`src/rtl/img_eq_pkg.sv`:
```
// Shared constants and FSM state codes for the histogram-equalisation LUT builder.
package img_eq_pkg;

    localparam int NUM_LINES     = 64;
    localparam int FIELD_W       = 32;
    localparam int BINS_PER_LINE = 4;
    localparam int PIX_W         = 8;
    localparam int LINE_W        = FIELD_W * BINS_PER_LINE;

    typedef logic [3:0] state_t;

    localparam state_t ST_IDLE      = 4'd0;
    localparam state_t ST_MIN_RD    = 4'd1;
    localparam state_t ST_MIN_WAIT  = 4'd2;
    localparam state_t ST_MIN_SCAN  = 4'd3;
    localparam state_t ST_CDF_RD    = 4'd4;
    localparam state_t ST_CDF_WAIT  = 4'd5;
    localparam state_t ST_BIN_ACC   = 4'd6;
    localparam state_t ST_DIV_START = 4'd7;
    localparam state_t ST_DIV_WAIT  = 4'd8;
    localparam state_t ST_PACK      = 4'd9;
    localparam state_t ST_WT_LINE   = 4'd10;
    localparam state_t ST_WT_IDLE   = 4'd11;
    localparam state_t ST_COMPLETE  = 4'd12;

endpackage

```
`src/rtl/seq_divider.sv`:
```
// Restoring unsigned divider: one quotient bit per cycle, DIV_W cycles per
// division, one-cycle done pulse; a start while busy is ignored.
module seq_divider #(
    parameter int DIV_W = 40
) (
    input  logic             clk,
    input  logic             reset,
    input  logic             start,
    input  logic [DIV_W-1:0] dividend,
    input  logic [DIV_W-1:0] divisor,
    output logic [DIV_W-1:0] quotient,
    output logic             done
);

    localparam int CNT_W = $clog2(DIV_W + 1);

    logic [DIV_W-1:0] rem;
    logic [DIV_W-1:0] quo;
    logic [DIV_W-1:0] dvs;
    logic [CNT_W-1:0] cnt;
    logic             busy;
    logic [DIV_W:0]   rem_sh;
    logic [DIV_W:0]   diff;

    // Trial subtraction of the divisor from the shifted partial remainder.
    always_comb begin
        rem_sh = {rem, quo[DIV_W-1]};
        diff   = rem_sh - {1'b0, dvs};
    end

    // Load on start, then shift/subtract until the counter runs out.
    always_ff @(posedge clk) begin
        if (reset) begin
            rem  <= '0;
            quo  <= '0;
            dvs  <= '0;
            cnt  <= '0;
            busy <= 1'b0;
            done <= 1'b0;
        end else begin
            done <= 1'b0;
            if (!busy) begin
                if (start) begin
                    rem  <= '0;
                    quo  <= dividend;
                    dvs  <= divisor;
                    cnt  <= CNT_W'(DIV_W);
                    busy <= 1'b1;
                end
            end else begin
                if (!diff[DIV_W]) begin
                    rem <= diff[DIV_W-1:0];
                    quo <= {quo[DIV_W-2:0], 1'b1};
                end else begin
                    rem <= rem_sh[DIV_W-1:0];
                    quo <= {quo[DIV_W-2:0], 1'b0};
                end
                cnt <= cnt - CNT_W'(1);
                if (cnt == CNT_W'(1)) begin
                    busy <= 1'b0;
                    done <= 1'b1;
                end
            end
        end
    end

    assign quotient = quo;

endmodule

```
`src/rtl/cdf_div_ctrl.sv`:
```
// Histogram-equalisation LUT builder: pass 1 scans the histogram for total and
// cdf_min, pass 2 accumulates the cdf per bin, scales it through the divider,
// packs four 8-bit map entries per line and writes them to scratch memory.
//
// Memory handshakes (no valid/ready; timing is fixed):
//   read  - hist_mem_rd_addr is registered; hist_mem_rd_data is sampled exactly
//           RD_LAT cycles after the address appears; one read in flight.
//   write - sc_mem_wt_addr/data are valid only while sc_mem_wt_en is high,
//           which lasts one cycle and is followed by WT_GAP cycles with en low.
module cdf_div_ctrl
    import img_eq_pkg::*;
#(
    parameter int RD_LAT = 2,
    parameter int WT_GAP = 2,
    parameter int DIV_W  = 40
) (
    input  logic          clk,
    input  logic          reset,
    input  logic          enable,
    input  logic          hist_done,
    input  logic [127:0]  hist_mem_rd_data,
    output logic [15:0]   hist_mem_rd_addr,
    output logic [15:0]   sc_mem_wt_addr,
    output logic [127:0]  sc_mem_wt_data,
    output logic          sc_mem_wt_en,
    output logic          div_sc_mem_wt_done,
    output logic [3:0]    dbg_state
);

    localparam logic [5:0] LAST_LINE = 6'(NUM_LINES - 1);

    state_t              state;
    state_t              next_state;
    logic [5:0]          line;
    logic [1:0]          bin;
    logic [7:0]          wait_cnt;
    logic [31:0]         total;
    logic [31:0]         cdf;
    logic [31:0]         cdf_min;
    logic                min_found;
    logic [LINE_W-1:0]   line_buf;
    logic [LINE_W-1:0]   out_buf;
    logic [DIV_W-1:0]    numer;

    logic                start_run;
    logic                rd_wait_last;
    logic                wt_wait_last;
    logic [31:0]         denom;
    logic                denom_zero;
    logic [LINE_W-1:0]   cur_line;
    logic [31:0]         cur_field;
    logic [31:0]         cdf_next;
    logic [31:0]         cdf_diff;
    logic [DIV_W-1:0]    numer_next;
    logic [31:0]         line_sum;
    logic                scan_hit;
    logic [31:0]         scan_val;
    logic [PIX_W-1:0]    map_val;

    logic                div_start;
    logic                div_done;
    logic [DIV_W-1:0]    div_quot;
    logic                unused_quot_hi;

    // Shared decode for the FSM and the datapath.
    always_comb begin
        start_run    = hist_done && enable;
        rd_wait_last = (wait_cnt == 8'(RD_LAT - 1));
        wt_wait_last = (wait_cnt == 8'(WT_GAP - 1));
        denom        = total - cdf_min;
        denom_zero   = (denom == 32'd0);
        // Bin 0 comes straight from the read port; later bins from the latched copy.
        cur_line     = (bin == 2'd0) ? hist_mem_rd_data : line_buf;
        cur_field    = cur_line[bin*FIELD_W +: FIELD_W];
        cdf_next     = cdf + cur_field;
        cdf_diff     = (cdf_next > cdf_min) ? (cdf_next - cdf_min) : 32'd0;
        numer_next   = DIV_W'(cdf_diff) * DIV_W'(255);
        map_val      = denom_zero ? '0 : div_quot[PIX_W-1:0];
    end

    // Pass-1 line summary: sum of all fields and the first nonzero field in bin order.
    always_comb begin
        line_sum = '0;
        scan_hit = 1'b0;
        scan_val = '0;
        for (int i = 0; i < BINS_PER_LINE; i++) begin
            line_sum = line_sum + hist_mem_rd_data[i*FIELD_W +: FIELD_W];
            if (!scan_hit && (hist_mem_rd_data[i*FIELD_W +: FIELD_W] != 32'd0)) begin
                scan_hit = 1'b1;
                scan_val = hist_mem_rd_data[i*FIELD_W +: FIELD_W];
            end
        end
    end

    // State register.
    always_ff @(posedge clk) begin
        if (reset) begin
            state <= ST_IDLE;
        end else begin
            state <= next_state;
        end
    end

    // Next-state logic.
    always_comb begin
        next_state = state;
        case (state)
            ST_IDLE:      if (start_run) next_state = ST_MIN_RD;
            ST_MIN_RD:    next_state = ST_MIN_WAIT;
            ST_MIN_WAIT:  if (rd_wait_last) next_state = ST_MIN_SCAN;
            ST_MIN_SCAN:  next_state = (line == LAST_LINE) ? ST_CDF_RD : ST_MIN_RD;
            ST_CDF_RD:    next_state = ST_CDF_WAIT;
            ST_CDF_WAIT:  if (rd_wait_last) next_state = ST_BIN_ACC;
            ST_BIN_ACC:   next_state = denom_zero ? ST_PACK : ST_DIV_START;
            ST_DIV_START: next_state = ST_DIV_WAIT;
            ST_DIV_WAIT:  if (div_done) next_state = ST_PACK;
            ST_PACK:      next_state = (bin == 2'd3) ? ST_WT_LINE : ST_BIN_ACC;
            ST_WT_LINE:   next_state = ST_WT_IDLE;
            ST_WT_IDLE: begin
                if (wt_wait_last) begin
                    next_state = (line == LAST_LINE) ? ST_COMPLETE : ST_CDF_RD;
                end
            end
            ST_COMPLETE:  next_state = ST_IDLE;
            default:      next_state = ST_IDLE;
        endcase
    end

    // State-decoded outputs: write strobe, done pulse, divider start.
    always_comb begin
        sc_mem_wt_en       = (state == ST_WT_LINE);
        div_sc_mem_wt_done = (state == ST_COMPLETE);
        div_start          = (state == ST_DIV_START);
        sc_mem_wt_addr     = sc_mem_wt_en ? {10'b0, line} : 16'd0;
        sc_mem_wt_data     = sc_mem_wt_en ? out_buf : '0;
    end

    // Datapath: counters, accumulators, read address and line packing.
    always_ff @(posedge clk) begin
        if (reset) begin
            line             <= '0;
            bin              <= '0;
            wait_cnt         <= '0;
            total            <= '0;
            cdf              <= '0;
            cdf_min          <= '0;
            min_found        <= 1'b0;
            line_buf         <= '0;
            out_buf          <= '0;
            numer            <= '0;
            hist_mem_rd_addr <= '0;
        end else begin
            case (state)
                ST_IDLE: begin
                    if (start_run) begin
                        line      <= '0;
                        bin       <= '0;
                        total     <= '0;
                        cdf       <= '0;
                        cdf_min   <= '0;
                        min_found <= 1'b0;
                    end
                end
                ST_MIN_RD, ST_CDF_RD: begin
                    hist_mem_rd_addr <= {10'b0, line};
                    wait_cnt         <= '0;
                    bin              <= '0;
                end
                ST_MIN_WAIT, ST_CDF_WAIT: begin
                    wait_cnt <= wait_cnt + 8'd1;
                end
                ST_MIN_SCAN: begin
                    total <= total + line_sum;
                    if (!min_found && scan_hit) begin
                        cdf_min   <= scan_val;
                        min_found <= 1'b1;
                    end
                    line <= (line == LAST_LINE) ? 6'd0 : line + 6'd1;
                end
                ST_BIN_ACC: begin
                    if (bin == 2'd0) begin
                        line_buf <= hist_mem_rd_data;
                    end
                    cdf   <= cdf_next;
                    numer <= numer_next;
                end
                ST_PACK: begin
                    out_buf[bin*FIELD_W +: FIELD_W] <= {{(FIELD_W-PIX_W){1'b0}}, map_val};
                    bin <= bin + 2'd1;
                end
                ST_WT_LINE: begin
                    wait_cnt <= '0;
                end
                ST_WT_IDLE: begin
                    wait_cnt <= wait_cnt + 8'd1;
                    if (wt_wait_last && (line != LAST_LINE)) begin
                        line <= line + 6'd1;
                    end
                end
                default: begin
                end
            endcase
        end
    end

    seq_divider #(
        .DIV_W (DIV_W)
    ) u_div (
        .clk      (clk),
        .reset    (reset),
        .start    (div_start),
        .dividend (numer),
        .divisor  (DIV_W'(denom)),
        .quotient (div_quot),
        .done     (div_done)
    );

    assign unused_quot_hi = ^div_quot[DIV_W-1:PIX_W];
    assign dbg_state      = state;

endmodule
```
`config.mk`:
```
export PLATFORM = sky130hd
export DESIGN_NAME = cdf_div_ctrl
export DESIGN_NICKNAME = d
export VERILOG_FILES = /design/src/rtl/img_eq_pkg.sv /design/src/rtl/seq_divider.sv /design/src/rtl/cdf_div_ctrl.sv
export SDC_FILE = /design/constraint.sdc
export NUM_CORES = 2
export LEC_CHECK = 0
export ABC_AREA = 1
export CAP_MARGIN = 10
export CORE_AREA = 2 2 473 357
export DETAILED_ROUTE_END_ITERATION = 8
export DIE_AREA = 0 0 475 359
export PLACE_DENSITY = 0.45
export SLEW_MARGIN = 10
export SYNTH_ARGS = -nofsm -noshare
export SYNTH_HDL_FRONTEND = slang
export SYNTH_HIERARCHICAL = 1
export SYNTH_SLANG_ARGS = --single-unit
```
`constraint.sdc`:
```
create_clock -name clk -period 24.8 [get_ports clk]
set_input_delay 4.96 -clock clk [delete_from_list [all_inputs] [get_ports clk]]
set_output_delay 4.96 -clock clk [all_outputs]
set_load 0.02 [all_outputs]
```
==> impl_metrics.csv <==
group,metric,value,unit
run_status,outcome,"complete, no violations",
timing,worstMarginPinSlew,1080,ps
timing,maxSlewViolCount,0,
floorplan,io_pins,298,
critical_path,reg2reg_from,"bin[1]$_SDFFE_PP0P_",
timing,tns,0,ps
critical_path,critical_path_class,"in2reg",
critical_path,rrSetupSlack,11510,ps
floorplan,std_cell_rows,130,
floorplan,dieHeight,359,um
routing,wl_per_cell,18.8,um
timing,max_freq,63.2,MHz
timing,finalSetupViolCount,0,
timing,finalHoldViolCount,0,
grt,grt_overflow,0,
finish,nets,6942,
critical_path,cp-start-kind,"input port",
clocking,cts_tree,"built",
routing,totalWireLength,162000,um
grt,antenna_found_initial,11,
grt,grtUsageMet1,0.291,
routing,num_vias,39800,
clocking,cts_root_buf,"clkbuf_16",
timing,fin_crit,15810,ps
routing,drc,0,
floorplan,die_w,475,um
floorplan,core,0.166,mm2
floorplan,die-area,0.171,mm2
finish,utilization,0.282,
routing,antenna_left,0,
critical_path,crit_path_top_delay_cell,"o21ai_0",
logic_synthesis,synth_flop_cell,"dfxtp_1",
critical_path,cp_top_family,"simple AND/OR/NAND/NOR gates",
critical_path,required,25350,ps
floorplan,floorplan.initialDensity,0.248,
power_and_ir_drop,power_per_cell_area,105,mW/mm2
logic_synthesis,netlist_area,0.0413,mm2
finish,area_delta_synth_final,13.5,%
grt,top_usage_layer,"met1",
clocking,clk_latency,690,ps
critical_path,critPathLaunch,"hist_mem_rd_data[33]",
timing,maxSlewHeadroom,0.270,
hold_path,min_path_type,"reg2reg",
job,maxCapViolCount,0,
grt,grt_max_degree,168,
clocking,post_cts_buffers,0,
grt,grt_pass1_vias,37100,
critical_path,worstReg2RegEnd,"numer[25]$_SDFFE_PP0P_",
finish,nFillCells,18600,
critical_path,r2r_cells,51,
critical_path,path_depth,48,
placement,numPortBuffers,181,
logic_synthesis,syn-instance-count,6262,
critical_path,crit_end,"numer[25]$_SDFFE_PP0P_",
critical_path,cp.arrival,16360,ps
critical_path,cp-end-kind,"flip-flop",
routing,first_iter_violations,3556,
logic_synthesis,yosys_warnings,6,
clocking,h-tree-depth,2,
grt,use_met2,0.264,
logic_synthesis,avgSynthCellArea,6.59,um2
critical_path,path_buf_inv,7,
placement,finalWeightedCongestion,0.979,
placement,place_ws,8580,ps
power_and_ir_drop,power_leakage,22.1,nW
logic_synthesis,seq_area_frac_synth,0.219,
timing,setup_slack,8990,ps
timing,fin_hold_ws,437,ps
finish,multiInputGateArea,0.0268,mm2
logic_synthesis,synthArstFlopShare,0,
timing,clock-skew-final,36.8,ps
clocking,clkSlewWorstSetupHoldPaths,60,ps
critical_path,cpPeakStageDelay,800,ps
finish,regArea,0.00903,mm2
logic_synthesis,synth-edff-count,0,
routing,first_pass_iters,6,
clocking,postCtsHoldBufs,0,
placement,dp_hpwl,131000,um
critical_path,crit_top_cell,"nand2_1",
logic_synthesis,synth-seq-cells,451,
grt,groute.usage.overall,0.187,
clocking,numCtsBuffers,57,
power_and_ir_drop,peakVddDrop,0.126,mV
routing,avgViaCountPerCell,4.62,
clocking,clock_sink_count,451,
grt,grt_pass1_wl,243000,um
clocking,clock_path_buffers,3,
timing,finalCritPeriodShare,0.638,
timing,grt_setup_unrepaired,"no",
finish,layout-drive-gt1-share,0.0443,
grt,gr-usage-met3,0.0274,
power_and_ir_drop,design_power_total,0.00492,W
logic_synthesis,synth_cell_types,63,
critical_path,cp_max_fo,23,
clocking,postCtsResizedCells,0,
Yosys cell counts (all sizes together), types with 77 or more instances:
cell type / instances / area [um2]
inv: 1113 / 4180
a211oi: 77 / 578
a21oi: 528 / 2730
ha: 241 / 3020
buf: 158 / 1100
clkbuf: 168 / 631
nand2: 1446 / 5550
nor2: 633 / 2470
fa: 242 / 4840
dfxtp: 451 / 9030
nand3: 287 / 1520
o21ai: 476 / 2400
area by class of cell:
cell class              instances  share of cell area
well taps                    2244              0.0599
clock buffers                  80              0.0351
diodes                          4            0.000214
flip-flops and latches        451               0.193
multi-input cells            4490               0.572
inverters                    1118              0.0897
clock inverters                19             0.00660
repair buffers                209              0.0435
metrics by stage:
stage          instances  area (um2)
2_1_floorplan       6385       41700
3_3_place_gp        8512       44900
3_5_place_dp        8512       44900
4_1_cts             8611       46800
5_1_grt             8612       46800
6_report            8615       46800
worst register-to-register path, delay by kind of cell, from the launching register on:
family,cells,cell delay [ps]
AND/OR/NAND/NOR,23,3750
flip-flops,1,310
buffers and inverters,9,2100
adder cells (fa/ha/maj),8,3780
AO/OA/AOI/OAI,11,3250
kinds of logic (layout without fill, tap and decap cells):
family / after synthesis / count (layout) / share of synthesized area
AND/OR/NAND/NOR: 2544 / 2544 / 0.258
XOR/XNOR: 115 / 115 / 0.0246
multiplexers: 9 / 9 / 0.00218
other: 1 / 128 / 0.0000909
AO/OA/AOI/OAI: 1215 / 1215 / 0.162
buffers and inverters: 1444 / 1426 / 0.144
flip-flops: 451 / 451 / 0.219
adder cells (fa/ha/maj): 483 / 483 / 0.190
state kept, by name, summed over array words and instances, names as in the netlist, 8 cells and up:
name / flops
line_buf: 128
out_buf: 32
cdf_min: 32
u_div/rem: 40
cdf: 32
u_div/dvs: 40
total: 32
numer: 40
u_div/quotient: 40
wait_cnt: 8
metal layers:
metal | vias to the layer above | share of wire | wire length, um
li1 | 19700 | - | -
met1 | 18800 | 0.51 | 82700
met2 | 1121 | 0.40 | 64900
met4 | 0 | 0.024 | 3840
met3 | 139 | 0.067 | 10900
met5 | - | 0 | 0
report_power, final:
part	total [W]	switching, W	internal [W]
sequential	0.000734	0.00000511	0.000729
clock	0.000894	0.000369	0.000524
combinational	0.00329	0.00216	0.00114
total	0.00492	0.00253	0.00239
how the worst min path moves through the flow:
stage                     cells after the start                startpoint                  endpoint  slack (ps)
after global placement                        1  wait_cnt[7]$_SDFFE_PP0P_  wait_cnt[7]$_SDFFE_PP0P_         420
final                                         1  wait_cnt[7]$_SDFFE_PP0P_  wait_cnt[7]$_SDFFE_PP0P_         440
after detailed placement                      1  wait_cnt[7]$_SDFFE_PP0P_  wait_cnt[7]$_SDFFE_PP0P_         430
after CTS                                     1  wait_cnt[7]$_SDFFE_PP0P_  wait_cnt[7]$_SDFFE_PP0P_         440
after global routing                          1  wait_cnt[7]$_SDFFE_PP0P_  wait_cnt[7]$_SDFFE_PP0P_         470
after floorplan                               1  wait_cnt[7]$_SDFFE_PP0P_  wait_cnt[7]$_SDFFE_PP0P_         410
layout by cell type (no fill, tap or decap), types with 10 or more instances in the layout:
cell type / n
nand2_1: 1405
nor4_1: 35
a211oi_1: 77
conb_1: 124
clkdlybuf4s50_1: 180
xor2_1: 67
nand3_2: 12
fa_1: 242
a22oi_1: 20
nand3b_1: 11
clkbuf_8: 13
o211ai_1: 19
inv_2: 26
or2_2: 16
nand3_1: 273
o21bai_1: 23
a21oi_1: 506
xnor2_1: 47
clkbuf_1: 10
nand2_2: 36
inv_1: 1086
a31oi_1: 25
buf_4: 27
nor2_2: 26
nor2_1: 602
dfxtp_1: 449
and2_1: 10
nor3_1: 43
ha_1: 240
clkbuf_16: 57
o21ai_0: 464
a21oi_2: 21
nand4_1: 52
Power figures use the tool's default switching activity.
